<file path="src/rtl/fpmul_stream_wrapper.sv">
// Valid/ready streaming front-end for a fixed-latency pipelined FP multiplier.
// Operands are registered toward the core. A valid shift register tracks
// in-flight ops. Results land in a first-word-fall-through FIFO. Credits
// (FIFO entries plus in-flight ops) gate in_ready, so the FIFO cannot overflow.
module fpmul_stream_wrapper #(
  parameter int N       = 32,
  parameter int LATENCY = 3,
  parameter int DEPTH   = 8,
  parameter int CW      = $clog2(DEPTH + 1)
) (
  input  logic          clk,
  input  logic          rst_n,
  input  logic          in_valid,
  output logic          in_ready,
  input  logic [N-1:0]  in_a,
  input  logic [N-1:0]  in_b,
  output logic [N-1:0]  core_a,
  output logic [N-1:0]  core_b,
  input  logic [N-1:0]  core_z,
  output logic          out_valid,
  input  logic          out_ready,
  output logic [N-1:0]  out_z,
  output logic [CW-1:0] level,
  output logic          err_ovf
);
  localparam int AW = (DEPTH > 1) ? $clog2(DEPTH) : 1;

  logic [N-1:0]   core_a_q, core_a_d, core_b_q, core_b_d;
  logic [LATENCY:1] vld_pipe_q, vld_pipe_d;
  logic [LATENCY:0] vld_shift;
  logic [CW-1:0]  inflight_q, inflight_d;
  logic [CW-1:0]  count_q, count_d;
  logic [CW-1:0]  level_q, level_d;
  logic [AW-1:0]  wr_ptr_q, wr_ptr_d, rd_ptr_q, rd_ptr_d;
  logic           ovf_q, ovf_d;
  logic [N-1:0]   mem_q [DEPTH];

  logic accept, capture, pop, full, wr_en;

  // level_q always equals count_q + inflight_q, so in_ready is a pure
  // function of registers and never combinationally follows in_valid/out_ready.
  assign in_ready  = (level_q < CW'(DEPTH));
  assign out_valid = (count_q != '0);
  assign out_z     = mem_q[rd_ptr_q];
  assign core_a    = core_a_q;
  assign core_b    = core_b_q;
  assign level     = level_q;
  assign err_ovf   = ovf_q;

  // Next-state: accept/capture/pop handshakes, counters, pointers.
  always_comb begin
    accept     = in_valid & in_ready;
    capture    = vld_pipe_q[LATENCY];
    pop        = out_valid & out_ready;
    full       = (count_q == CW'(DEPTH));
    // A pop at full frees the slot being written this edge.
    wr_en      = capture & (~full | pop);
    core_a_d   = accept ? in_a : core_a_q;
    core_b_d   = accept ? in_b : core_b_q;
    vld_shift  = {vld_pipe_q, accept};
    vld_pipe_d = vld_shift[LATENCY-1:0];
    inflight_d = inflight_q + CW'(accept) - CW'(capture);
    count_d    = count_q + CW'(wr_en) - CW'(pop);
    level_d    = count_d + inflight_d;
    wr_ptr_d   = wr_ptr_q + AW'(wr_en);
    rd_ptr_d   = rd_ptr_q + AW'(pop);
    ovf_d      = ovf_q | (capture & full & ~pop);
  end

  // Control and operand state; reset discards everything in flight.
  always_ff @(posedge clk or negedge rst_n) begin
    if (!rst_n) begin
      core_a_q   <= '0;
      core_b_q   <= '0;
      vld_pipe_q <= '0;
      inflight_q <= '0;
      count_q    <= '0;
      level_q    <= '0;
      wr_ptr_q   <= '0;
      rd_ptr_q   <= '0;
      ovf_q      <= 1'b0;
    end else begin
      core_a_q   <= core_a_d;
      core_b_q   <= core_b_d;
      vld_pipe_q <= vld_pipe_d;
      inflight_q <= inflight_d;
      count_q    <= count_d;
      level_q    <= level_d;
      wr_ptr_q   <= wr_ptr_d;
      rd_ptr_q   <= rd_ptr_d;
      ovf_q      <= ovf_d;
    end
  end

  // Result storage; contents are only meaningful under count_q.
  always_ff @(posedge clk) begin
    if (wr_en) mem_q[wr_ptr_q] <= core_z;
  end
endmodule

</file>
<file path="config.mk">
export PLATFORM = sky130hd
export DESIGN_NAME = fpmul_stream_wrapper
export DESIGN_NICKNAME = d
export VERILOG_FILES = /design/src/rtl/fpmul_stream_wrapper.sv
export SDC_FILE = /design/constraint.sdc
export NUM_CORES = 1
export LEC_CHECK = 0
export ABC_AREA = 1
export CORE_MARGIN = 2
export CORE_UTILIZATION = 30
export CTS_BUF_LIST = sky130_fd_sc_hd__clkbuf_16
export DETAILED_ROUTE_END_ITERATION = 7
export PLACE_DENSITY = 0.52
export SLEW_MARGIN = 10
export SYNTH_ARGS = -nofsm -noshare
export SYNTH_HDL_FRONTEND = slang
export SYNTH_SLANG_ARGS = --single-unit
</file>
<file path="constraint.sdc">
create_clock -name clk -period 7.8 [get_ports clk]
set_input_delay 1.56 -clock clk [delete_from_list [all_inputs] [get_ports clk]]
set_output_delay 1.56 -clock clk [all_outputs]
set_load 0.03 [all_outputs]
</file>
### After elaboration in Yosys (flattened, before gate mapping)

Memories as Yosys holds them, arrays and structs flattened.
Index checks and enable logic that the tools add are counted.

* add/sub/neg operators: 7
* reductions and logical operators: 1
* bitwise logic cells: 9
* magnitude comparators: 1
* multiplexer cells: 2
* equal/unequal tests: 1

Operators with widths (number)
* adder 4 x 1 -> 4 bit: 2
* subtractor 4 x 1 -> 4 bit: 2
* adder 3 x 1 -> 3 bit: 2
* AND 1 bit: 5
* adder 4 bit: 1
* equality test 4 bit (second input constant): 1
* < comparator 4 bit (second input constant): 1
* nonzero test 4 bit: 1
* two-way mux 1 bit: 2
* NOT 1 bit: 2
* bitwise OR 1 bit: 2

* register bits: 86
* memory bits (writable): 256
* memories kept: 1
* logic and storage cells: 31
* output and inout bits: 103

Memory list
* mem_q: depth 8, bits a word 32, rd ports 1, clocked after Yosys merged registers in 0, wr ports 1, line 36 `logic [N-1:0] mem_q [DEPTH];`

### Logic depth before layout (Yosys ltp)

Gate-level depths: netlist of the first run.

* depth after elaboration: 7
* gate-level depth with buffers: 18
* depth with buffers taken out: 18

### Least setup slack after synthesis of the first run

No wires, ideal clock.

* kind: input-to-reg
* start point: input port out_ready
* end point: memory mem_q[6][0], enable pin
* path buffers: 0
* data arrival time: 4116 ps
* setup slack: 3222 ps
* stages: 4
* setup time: 461 ps
* cell sequence: nand2_1 > nand3_1 > nand2_1 > nor3_1

* word-level cells in the longest chain between the ends: 5

Ends and longest elaborated chain
* from (decl): line 21 `input logic out_ready,`
* AND 1 bit: line 54 `pop = out_valid & out_ready;`
* bitwise OR 1 bit: line 57 `wr_en = capture & (~full | pop);`
* AND 1 bit: line 57
* two-way mux 1 bit: line 97 `if (wr_en) mem_q[wr_ptr_q] <= core_z;`
* two-way mux 1 bit (implied by the code): line 97
* to (decl): line 36

No other way between the ends.

### Worst setup path in the final report of the first run

* start point: register rd_ptr_q[0]
* end point: output port out_z[5]

* word-level cells in the longest chain between the ends: 1

Ends and longest elaborated chain
* from (decl): line 34 `logic [AW-1:0] wr_ptr_q, wr_ptr_d, rd_ptr_q, rd_ptr_d;`
* from (signal assigned): line 90 `rd_ptr_q <= rd_ptr_d;`
* memory (8 x 32 bit)
* to (decl): line 22 `output logic [N-1:0] out_z,`

No other way between the ends.

==> summary.md, run 1 <==
| Metric | Value |
|---|---|
| Status | `complete, no violations` |
| Commonest cells post-synth | `nand2_1 (321), edfxtp_1 (256), nor2_1 (195), o21ai_0 (128), dfrtp_1 (86)` |
| Largest net degree at the start of global routing | `85` |
| Period minus WS final | `around 5500 ps` |
| Avg Inst Size Synth | `11.5 µm²` |
| Worst setup SP type | `flop` |
| Most frequent cell on the critical path | `nand2_1` |
| Reg2reg setup slack | `4350 ps` |
| Setup TNS | `0 ps` |
| WL per Instance | `about 17 µm` |
| DR iter-0 viols | `between 500 and 600` |
| Cells after DPL | `~2k` |
| DPL Wire Length | `roughly 19 mm` |
| Top_reg_cell synth | `edfxtp_1` |
| Critical R2R Capture | `level[3]` |
| Synth async-reset ratio | `25.1%` |
| RD Place Congestion | `~0.73` |
| Initial antenna violation count | `1` |
| Slowest stage cell on the critical path | `dfrtp_4` |
| GRT Total Usage | `14.5%` |
| WP data arrival | `roughly 3900 ps` |
| Peak VDD IR | `0.244 mV` |
| RSZ-0062 raised after global routing | `no` |
| Die Y | `between 200 and 250 µm` |
| HP Start | `vld_pipe_q[2]` |
| Placeable Area | `0.0451 mm²` |
| First-pass iteration count of the detailed router | `4` |
| Nets@finish | `~1.5k` |
| CTS HTree Levels | `2` |
| Pleak | `approximately 6.7 nW` |
| Vias per cell | `between 4 and 5` |
| Worst R2R Start | `count_q[2]` |
| Clock sink count | `about 340` |
| Setup violations, final | `0` |
| Worst slew margin | `37.9%` |
| Die width | `between 200 and 250 µm` |
| Post-synth EDFFs | `~260` |
| DR DRC count | `0` |
| Max clock buf depth | `3` |
| YS warnings | `0` |
| Setup bufs post-CTS | `0` |
| CP required | `about 6200 ps` |
| Top cells by area, synth | `edfxtp_1 (56%), dfrtp_1 (16%), nand2_1 (8.8%)` |
| CP Capture Type | `primary output` |
| Comb pwr share | `a little over two fifths` |
| Final wirelength | `roughly 34 mm` |
| ANT nets after route | `0` |
| Critical path start-end classification | `reg2out` |
| Path depth of the worst reg2reg path | `18` |
| Number of buffers added on ports | `about 200` |
| Area grow syn2layout | `27.8%` |
| PnR Total Power | `between 0.007 and 0.008 W` |
| Int Pwr | `0.00443 W` |
| Setup Skew | `8.37 ps` |
| Initial Util | `between 30% and 40%` |
| Cell taking the most area after synthesis | `edfxtp_1` |
| Final Hold Viols | `0` |
| Synth Instances | `roughly 1.2k` |
| Hold Path Class | `reg2reg` |
| Slowest stage delay, CP | `830 ps` |
| Clock Tree Root | `clkbuf_16` |
| Cell Rows | `78` |
| Max Cap Viol | `0` |
| Cts repair resizes | `0` |
| Antenna cell count | `0` |
| Final Cycle Share | `between 60% and 70%` |
| Worst-path fanout max | `84` |
| Yosys cell types | `25` |
| CTS tree | `built` |
| Worst path cell trace | `clkinv_2 -> buf_4 -> o21ai_0 -> o21ai_1 -> nand2_1 -> nand2_1 -> clkdlybuf4s50_1` |
| Hold EP | `vld_pipe_q[3]` |
| Vias | `9026` |
| Switching power | `between 0.002 and 0.003 W` |
| Fraction of layout cells with a size suffix above 1 | `slightly below 6%` |
| Cell with the most instances after synthesis | `nand2_1` |
| First-pass GRT wire length | `between 50 and 60 mm` |
| Share of the synthesized area in the top cell type | `between 50 and 60%` |
| Num CTS Buffers | `40` |
| Max frequency | `around 180 MHz` |
| Max Slew Vio Count | `0` |
| Reg power frac | `approximately a third` |
| Mapped Area | `0.0136 mm²` |
| Hold-fix buffers, CTS | `0` |
| P per Cell Area | `approximately 420 mW/mm²` |
| Die ar. | `between 0.04 and 0.05 mm²` |
| Reg clk slew, reported paths | `about 60 ps` |
| Net Count, Synth | `approximately 1.3k` |
| Clock group share of total power | `between 20 and 25%` |
| Worst-Margin Slew | `a little over 900 ps` |
| Seq/Total Area, Yosys | `just over 70%` |
| Vias in the first global route | `~9k` |
| Switching Fraction | `between 40 and 50%` |
| Hold Path Cell Cnt | `0` |
| Final non-filler cell total | `between 2k and 2.5k` |
| Synthesized flop and latch total | `between 300 and 400` |
| # IOs | `approximately 200` |
| Clk Latency, worst-skew pair | `~550 ps` |
| Total grt overflow | `0` |
-- area by class of cell --
cell class,count,area [µm²]
Clock buffer,41,1030
Fill cell,4422,27700
Multi-Input combinational cell,755,3370
Sequential cell,342,9850
Tap cell,600,751
Inverter,27,103
Timing Repair Buffer,219,2150
Clock inverter,32,170
-- placed cells by master (no fill, tap or decap), drive strengths merged --
master         count
a21oi              1
a31oi              1
buf               18
bufinv             1
clkbuf            41
clkdlybuf4s50    201
clkinv            19
clkinvlp           1
dfrtp             86
edfxtp           256
fa                 3
ha                17
inv               38
nand2            321
nand3             10
nor2             195
nor3               8
o21ai            192
o21bai             1
or2                1
xnor2              1
xor2               4
-- worst max path at each step --
stage                startpoint          end  cells after the start
floorplan             out_ready  mem_q[6][0]                      4
global placement    rd_ptr_q[0]     out_z[4]                      7
detailed placement     in_valid     level[3]                     16
CTS                 rd_ptr_q[0]     out_z[4]                      7
global route        rd_ptr_q[0]     out_z[5]                      7
finish              rd_ptr_q[0]     out_z[5]                      7
-- power groups by stage --
| stage | sequential (W) | clock [W] | combinational, W |
|---|---|---|---|
| floorplan | 0.00281 | 0 | 0.00177 |
| global placement | 0.00258 | 0 | 0.00316 |
| detailed placement | 0.00258 | 0 | 0.00318 |
| CTS | 0.00256 | 0.00177 | 0.00319 |
| global route | 0.00260 | 0.00185 | 0.00349 |
| finish | 0.00255 | 0.00172 | 0.00311 |
-- state kept, by name, indices dropped and copies added (netlist names) --
signal,count
wr_ptr_q,3
inflight_q,4
mem_q,256
count_q,4
vld_pipe_q,3
level,4
err_ovf,1
core_a,32
rd_ptr_q,3
core_b,32
-- stage by stage --
step / util [%] / area [µm²] / worst slack (ps) / hold WS, ps
6_report: 38.6 / 17400 / 2340 / 347
4_1_cts: 38.6 / 17400 / 2250 / 349
2_1_floorplan: - / 13600 / 3220 / 331
3_5_place_dp: 36.0 / 16200 / 2850 / 336
5_1_grt: 38.6 / 17400 / 1990 / 369
3_3_place_gp: 36.0 / 16200 / 2860 / 336
-- critical path, delay by kind of cell (launching register included) --
family,cells,cell delay [ps]
flops,1,830
simple gates,2,120
compound gates,2,380
buf+inv,3,1900
-- routing by layer --
metal	vias up	part of all wire (%)	track usage [%]	routed length [µm]
li1	4408	-	-	-
met3	51	8.9	5.91	2990
met2	255	45	22.8	15200
met5	-	0.030	0	10
met4	2	2.0	3.77	657
met1	4310	44	18.6	14700
-- logic make-up after synthesis --
kind of cell	after synthesis	synth area share, %
buffers and inverters	90	3.38
XOR/XNOR	5	0.321
flip-flops	342	72.2
adder cells (fa/ha/maj)	20	2.00
AO/OA/AOI/OAI	195	7.19
AND/OR/NAND/NOR	535	14.9
Note: power is estimated with default switching activity, not from simulation.
==> run 2, diff against run 1 <==
- clock period: 7.8 -> 5.3 ns (I/O delays scaled with it)
==> run 2 against run 1 <==
  * Cell count hardly changed
  * Sequential power is 45% higher
  * Non-clock buffer count is 3 higher
  * Via count is 0.28% lower
  * Hold slack better by 1.4 ps
  * Core utilization is 0.078 points higher
  * Setup slack worse by 1200 ps
  * Largest power group unchanged
==> summary.md, run 2 (same netlist as run 1, synthesis figures left out) <==
| Metric | Value |
|---|---|
| Status | `complete, no violations (unchanged)` |
| P per Cell Area | `623 mW/mm² (was 424 mW/mm²)` |
| Vias per cell | `4.47 (was 4.48)` |
| Vias in the first global route | `9106 (was 9254)` |
| Worst-Margin Slew | `976 ps (was 931 ps)` |
| Clock group share of total power | `22.8% (was 23.2%)` |
| Register area | `0.00985 mm² (unchanged)` |
| Reg with most FFs | `mem_q (unchanged)` |
| CTS HTree Levels | `2 (unchanged)` |
| Hold-fix buffers, CTS | `0 (unchanged)` |
| Worst slew margin | `34.6% (was 37.9%)` |
| Setup TNS | `0 ps (unchanged)` |
| Setup Skew | `14.1 ps (was 8.37 ps)` |
| Num CTS Buffers | `40 (unchanged)` |
| CTS tree | `built (unchanged)` |
| # IOs | `203 (unchanged)` |
| Min Hold Slack | `349 ps (was 347 ps)` |
| WL per Instance | `16.3 µm (was 16.6 µm)` |
| Largest net degree at the start of global routing | `75 (was 85)` |
| Nets@finish | `1508 (was 1505)` |
| Cts repair resizes | `0 (unchanged)` |
| Number of buffers added on ports | `202 (unchanged)` |
| Int Pwr | `0.00655 W (was 0.00443 W)` |
| Fraction of layout cells with a size suffix above 1 | `5.87% (was 5.93%)` |
| Max frequency | `around 240 MHz` |
| RD Place Congestion | `0.737 (was 0.732)` |
| Total grt overflow | `0 (unchanged)` |
| Area of the multi-input gates | `0.00337 mm² (unchanged)` |
| Reg power frac | `33.9% (was 34.6%)` |
| Max Slew Vio Count | `0 (unchanged)` |
| Leading cell type in the layout, fill and taps excluded | `nand2_1 (unchanged)` |
| Max reg flops | `256 (unchanged)` |
| Reg clk slew, reported paths | `60 ps (about the same)` |
| Initial Util | `30.2% (unchanged)` |
| Path depth of the worst reg2reg path | `18 (unchanged)` |
| Comb pwr share | `43.3% (was 42.2%)` |
| CP Capture Type | `primary output (unchanged)` |
| First-pass GRT wire length | `51.3 mm (was 53.1 mm)` |
| DR DRC count | `0 (unchanged)` |
| Hold Path Class | `reg2reg (unchanged)` |
| RSZ-0062 raised after global routing | `no (unchanged)` |
| Switching power | `0.00433 W (was 0.00295 W)` |
| Cells after DPL | `1946 (was 1943)` |
| Placeable Area | `0.0451 mm² (unchanged)` |
| Area grow syn2layout | `28.0% (was 27.8%)` |
| Die Y | `217 µm (unchanged)` |
| Hold Path Cell Cnt | `0 (unchanged)` |
| Initial antenna violation count | `2 (was 1)` |
| Most frequent cells in the layout | `nand2_1 (320), edfxtp_1 (256), clkdlybuf4s50_1 (201), nor2_1 (195), o21ai_0 (128) (unchanged)` |
| Finished Core Util | `38.7% (was 38.6%)` |
| Final non-filler cell total | `2015 (was 2016)` |
| Period minus WS final | `~4100 ps` |
| Clock sink count | `342 (unchanged)` |
| Clk Latency, worst-skew pair | `550 ps (about the same)` |
| Peak VDD IR | `0.279 mV (was 0.244 mV)` |
| ANT nets after route | `0 (unchanged)` |
| Worst-path fanout max | `43 (was 84)` |
| DPL Wire Length | `18.4 mm (was 18.6 mm)` |
| Fillers | `4384 (was 4422)` |
| Pleak | `6.71 nW (about the same)` |
| Final Cycle Share | `77.8%` |
| Max Cap Viol | `0 (unchanged)` |
| Final wirelength | `32.8 mm (was 33.5 mm)` |
| Die ar. | `0.0472 mm² (unchanged)` |
| Final Hold Viols | `0 (unchanged)` |
| First-pass iteration count of the detailed router | `4 (unchanged)` |
| Setup bufs post-CTS | `0 (unchanged)` |
| Cell Rows | `78 (unchanged)` |
| Max clock buf depth | `3 (unchanged)` |
| DR iter-0 viols | `534 (was 539)` |
| WP data arrival | `3060 ps (was 3900 ps)` |
| Die width | `217 µm (unchanged)` |
| Worst setup SP type | `flop (unchanged)` |
| Critical path start-end classification | `reg2out (unchanged)` |
| Vias | `9001 (was 9026)` |
| Setup violations, final | `0 (unchanged)` |
| CP required | `4240 ps (was 6240 ps)` |
| Clock Tree Root | `clkbuf_16 (unchanged)` |
| GRT Total Usage | `14.1% (was 14.5%)` |
| PnR Total Power | `0.0109 W (was 0.00738 W)` |
| Switching Fraction | `39.8% (was 40.0%)` |
[run 2: cell count changes in the layout (fill, tap and decap cells not counted), sizes merged]
cell | before | now
buf | 18 | 21
clkinv | 19 | 10
clkinvlp | 1 | 3
diode | 0 | 1
inv | 38 | 40
[run 2: final timing paths]
check / startpoint / end / slack, ps
worst max-delay path: rd_ptr_q[0] / out_z[22] / 1180
worst min-delay path: vld_pipe_q[2] / vld_pipe_q[3] / 350
worst max register to register: count_q[2] / level[3] / 1960
worst min register to register: vld_pipe_q[2] / vld_pipe_q[3] / 350
max in group asynchronous: rst_n / core_a[17] / 3780
min in group asynchronous: rst_n / core_b[5] / 510
[run 2: power by group through the flow]
stage                     logic (W)  registers [W]  clock network [W]
after floorplan             0.00261        0.00414                  0
after global placement      0.00475        0.00373                  0
after detailed placement    0.00479        0.00372                  0
after CTS                   0.00482        0.00370            0.00257
after global routing        0.00524        0.00375            0.00267
final                       0.00471        0.00369            0.00248
[run 2: routing by layer]
| metal | global-route usage, % | vias up | share of wire, % |
|---|---|---|---|
| li1 | - | 4410 | - |
| met1 | 18.0 | 4285 | 44 |
| met2 | 21.8 | 255 | 45 |
| met3 | 5.91 | 49 | 9.1 |
| met4 | 4.38 | 2 | 2.1 |
| met5 | 0 | - | 0.052 |
[run 2: critical path, cell delays in order, from the launching register on]
cell             delay [ps]
dfrtp_4                 500
clkinv_2                450
buf_4                   450
o21ai_0                 140
o21ai_1                  90
nand2_1                  60
nand2_1                 140
clkdlybuf4s50_1         680
[run 2: per-stage QoR]
stage / setup slack, ps / instance area, µm²
global route: 902 / 17400
CTS: 1080 / 17400
global placement: 1100 / 16300
floorplan: 1220 / 13600
detailed placement: 1070 / 16300
finish: 1180 / 17500
[run 2: final cells by class]
type | count | share of cell area, %
multi-input combinational | 755 | 19.3
clock buffer | 41 | 5.88
antenna | 1 | 0.0143
inverter | 27 | 0.588
tap | 600 | 4.30
timing repair buffer | 222 | 12.6
sequential | 342 | 56.4
clock inverter | 27 | 0.889
==> run 3, diff against run 2 <==
- PLACE_DENSITY: 0.52 -> 0.54
- clock period: 5.3 -> 3.4 ns (I/O delays scaled with it)
==> run 3 against run 2 <==
  * Routed wire length grew 5.1%
  * Flip-flop and latch count did not move
  * Cell area is 0.93% higher
  * Combinational power increased by 63%
  * Cell count rose by 1.2%
==> summary.md, run 3 (same netlist as run 1, synthesis figures left out) <==
| Metric | Value |
|---|---|
| Status | `complete, no violations (unchanged)` |
| DR iter-0 viols | `513 (was 534)` |
| Area grow syn2layout | `29.2% (was 28.0%)` |
| Fillers | `4359 (was 4384)` |
| Vias in the first global route | `9346 (was 9106)` |
| Final wirelength | `34.4 mm (was 32.8 mm)` |
| First-pass iteration count of the detailed router | `5 (was 4)` |
| RSZ-0062 raised after global routing | `no (unchanged)` |
| Most frequent cells in the layout | `nand2_1 (320), edfxtp_1 (256), nor2_1 (195), clkdlybuf4s50_1 (180), o21ai_0 (128) (was nand2_1 (320), edfxtp_1 (256), clkdlybuf4s50_1 (201), nor2_1 (195), o21ai_0 (128))` |
| CP Capture Type | `primary output (unchanged)` |
| WP data arrival | `2540 ps (was 3060 ps)` |
| Setup Skew | `10.1 ps (was 14.1 ps)` |
| Slack of the critical path | `176 ps (was 1180 ps)` |
| Final Cycle Share | `between 90% and 100%` |
| Clock Tree Root | `clkbuf_16 (unchanged)` |
| Die width | `217 µm (unchanged)` |
| Clk Latency, worst-skew pair | `550 ps (about the same)` |
| Setup TNS | `0 ps (unchanged)` |
| ANT nets after route | `0 (unchanged)` |
| Final Hold Viols | `0 (unchanged)` |
| CP required | `2720 ps (was 4240 ps)` |
| Num CTS Buffers | `39 (was 40)` |
| Die Y | `217 µm (unchanged)` |
| Period minus WS final | `about 3200 ps` |
| Pleak | `6.90 nW (was 6.71 nW)` |
| Cell Rows | `78 (unchanged)` |
| Initial antenna violation count | `3 (was 2)` |
| Reg with most FFs | `mem_q (unchanged)` |
| Vias per cell | `4.47 (about the same)` |
| # IOs | `203 (unchanged)` |
| Worst-Margin Slew | `738 ps (was 976 ps)` |
| PnR Total Power | `0.0171 W (was 0.0109 W)` |
| DR DRC count | `0 (unchanged)` |
| Max Slew Vio Count | `0 (unchanged)` |
| Post-Layout Inst Area | `0.0176 mm² (was 0.0175 mm²)` |
| Reg clk slew, reported paths | `60 ps (about the same)` |
| WL per Instance | `16.9 µm (was 16.3 µm)` |
| Peak VDD IR | `0.490 mV (was 0.279 mV)` |
| Die ar. | `0.0472 mm² (unchanged)` |
| Placeable Area | `0.0451 mm² (unchanged)` |
| Worst-path fanout max | `30 (was 43)` |
| RD Place Congestion | `0.747 (was 0.737)` |
| Leading cell type in the layout, fill and taps excluded | `nand2_1 (unchanged)` |
| Total grt overflow | `0 (unchanged)` |
| Max Cap Viol | `0 (unchanged)` |
| CTS tree | `built (unchanged)` |
| Register area | `0.00985 mm² (unchanged)` |
| Critical path start-end classification | `reg2out (unchanged)` |
| Max frequency | `roughly 310 MHz` |
| First-pass GRT wire length | `54.3 mm (was 51.3 mm)` |
| Pre-CTS setup slack | `-48.9 ps (was 1070 ps)` |
| P per Cell Area | `972 mW/mm² (was 623 mW/mm²)` |
| Antenna cell count | `0 (was 1)` |
| Max reg flops | `256 (unchanged)` |
| DPL Wire Length | `20.2 mm (was 18.4 mm)` |
| Worst slew margin | `50.8% (was 34.6%)` |
| Nets@finish | `1528 (was 1508)` |
| Number of buffers added on ports | `202 (unchanged)` |
| Worst setup SP type | `flop (unchanged)` |
| Finished Core Util | `39.1% (was 38.7%)` |
| Area of the multi-input gates | `0.00337 mm² (unchanged)` |
| Hold Path Class | `in2async (was reg2reg)` |
| Fraction of layout cells with a size suffix above 1 | `8.62% (was 5.87%)` |
| GRT Total Usage | `15.0% (was 14.1%)` |
| Clock sink count | `342 (unchanged)` |
| Vias | `9116 (was 9001)` |
| Hold-fix buffers, CTS | `0 (unchanged)` |
| Placed cell areas | `0.0164 mm² (was 0.0163 mm²)` |
| Largest net degree at the start of global routing | `66 (was 75)` |
| CTS HTree Levels | `2 (unchanged)` |
| Setup violations, final | `0 (unchanged)` |
| Max clock buf depth | `3 (unchanged)` |
| Initial Util | `30.2% (unchanged)` |
[run 3: final cells by class]
cell class                 instances  share of cell area (%)
multi-input combinational        755                    19.1
sequential                       342                    55.9
tap                              600                    4.26
clock buffer                      39                    5.54
timing repair buffer             243                    13.7
clock inverter                    33                   0.888
inverter                          27                   0.604
[run 3: worst max-delay path, cell delays in order (launching register included)]
cell,delay (ps)
dfrtp_4,520
clkinv_4,180
buf_12,210
nor2_1,50
o21ai_0,160
nand2_1,70
nand2_1,120
clkdlybuf4s50_1,680
[run 3: through the flow]
step                cells  hold WS [ps]
floorplan            1187           331
global placement     1964           333
detailed placement   1964           335
CTS                  2038           194
global route         2039           223
finish               2039           205
[run 3: final timing paths]
path | to | start | depth (start not counted) | slack, ps
max | out_z[19] | rd_ptr_q[0] | 7 | 180
min | core_a[29] | rst_n | 1 | 200
max reg2reg | level[3] | count_q[2] | 18 | 460
min reg2reg | vld_pipe_q[2] | vld_pipe_q[1] | 0 | 350
max in group asynchronous | core_a[22] | rst_n | 2 | 2530
min in group clk | vld_pipe_q[2] | vld_pipe_q[1] | 0 | 350
[run 3: repair_timing]
item | in CTS | in global routing
gates cloned | 1 | 0
setup endpoints to repair | 13 | 12
setup buffers | 1 | 1
gates resized for setup | 2 | 3
[run 3: metal layers]
| layer | vias to the layer above | track usage [%] | wire length [µm] |
|---|---|---|---|
| li1 | 4453 | - | - |
| met1 | 4334 | 18.5 | 14800 |
| met4 | 6 | 4.25 | 711 |
| met2 | 276 | 24.4 | 15900 |
| met3 | 47 | 5.86 | 3090 |
| met5 | - | 0 | 36 |
[run 3: report_power, final]
part | internal [W] | total (W) | leakage [nW] | switching [W]
registers | 0.00530 | 0.00569 | 3.37 | 0.000390
clock network | 0.00209 | 0.00375 | 0.608 | 0.00166
logic | 0.00281 | 0.00768 | 2.92 | 0.00487
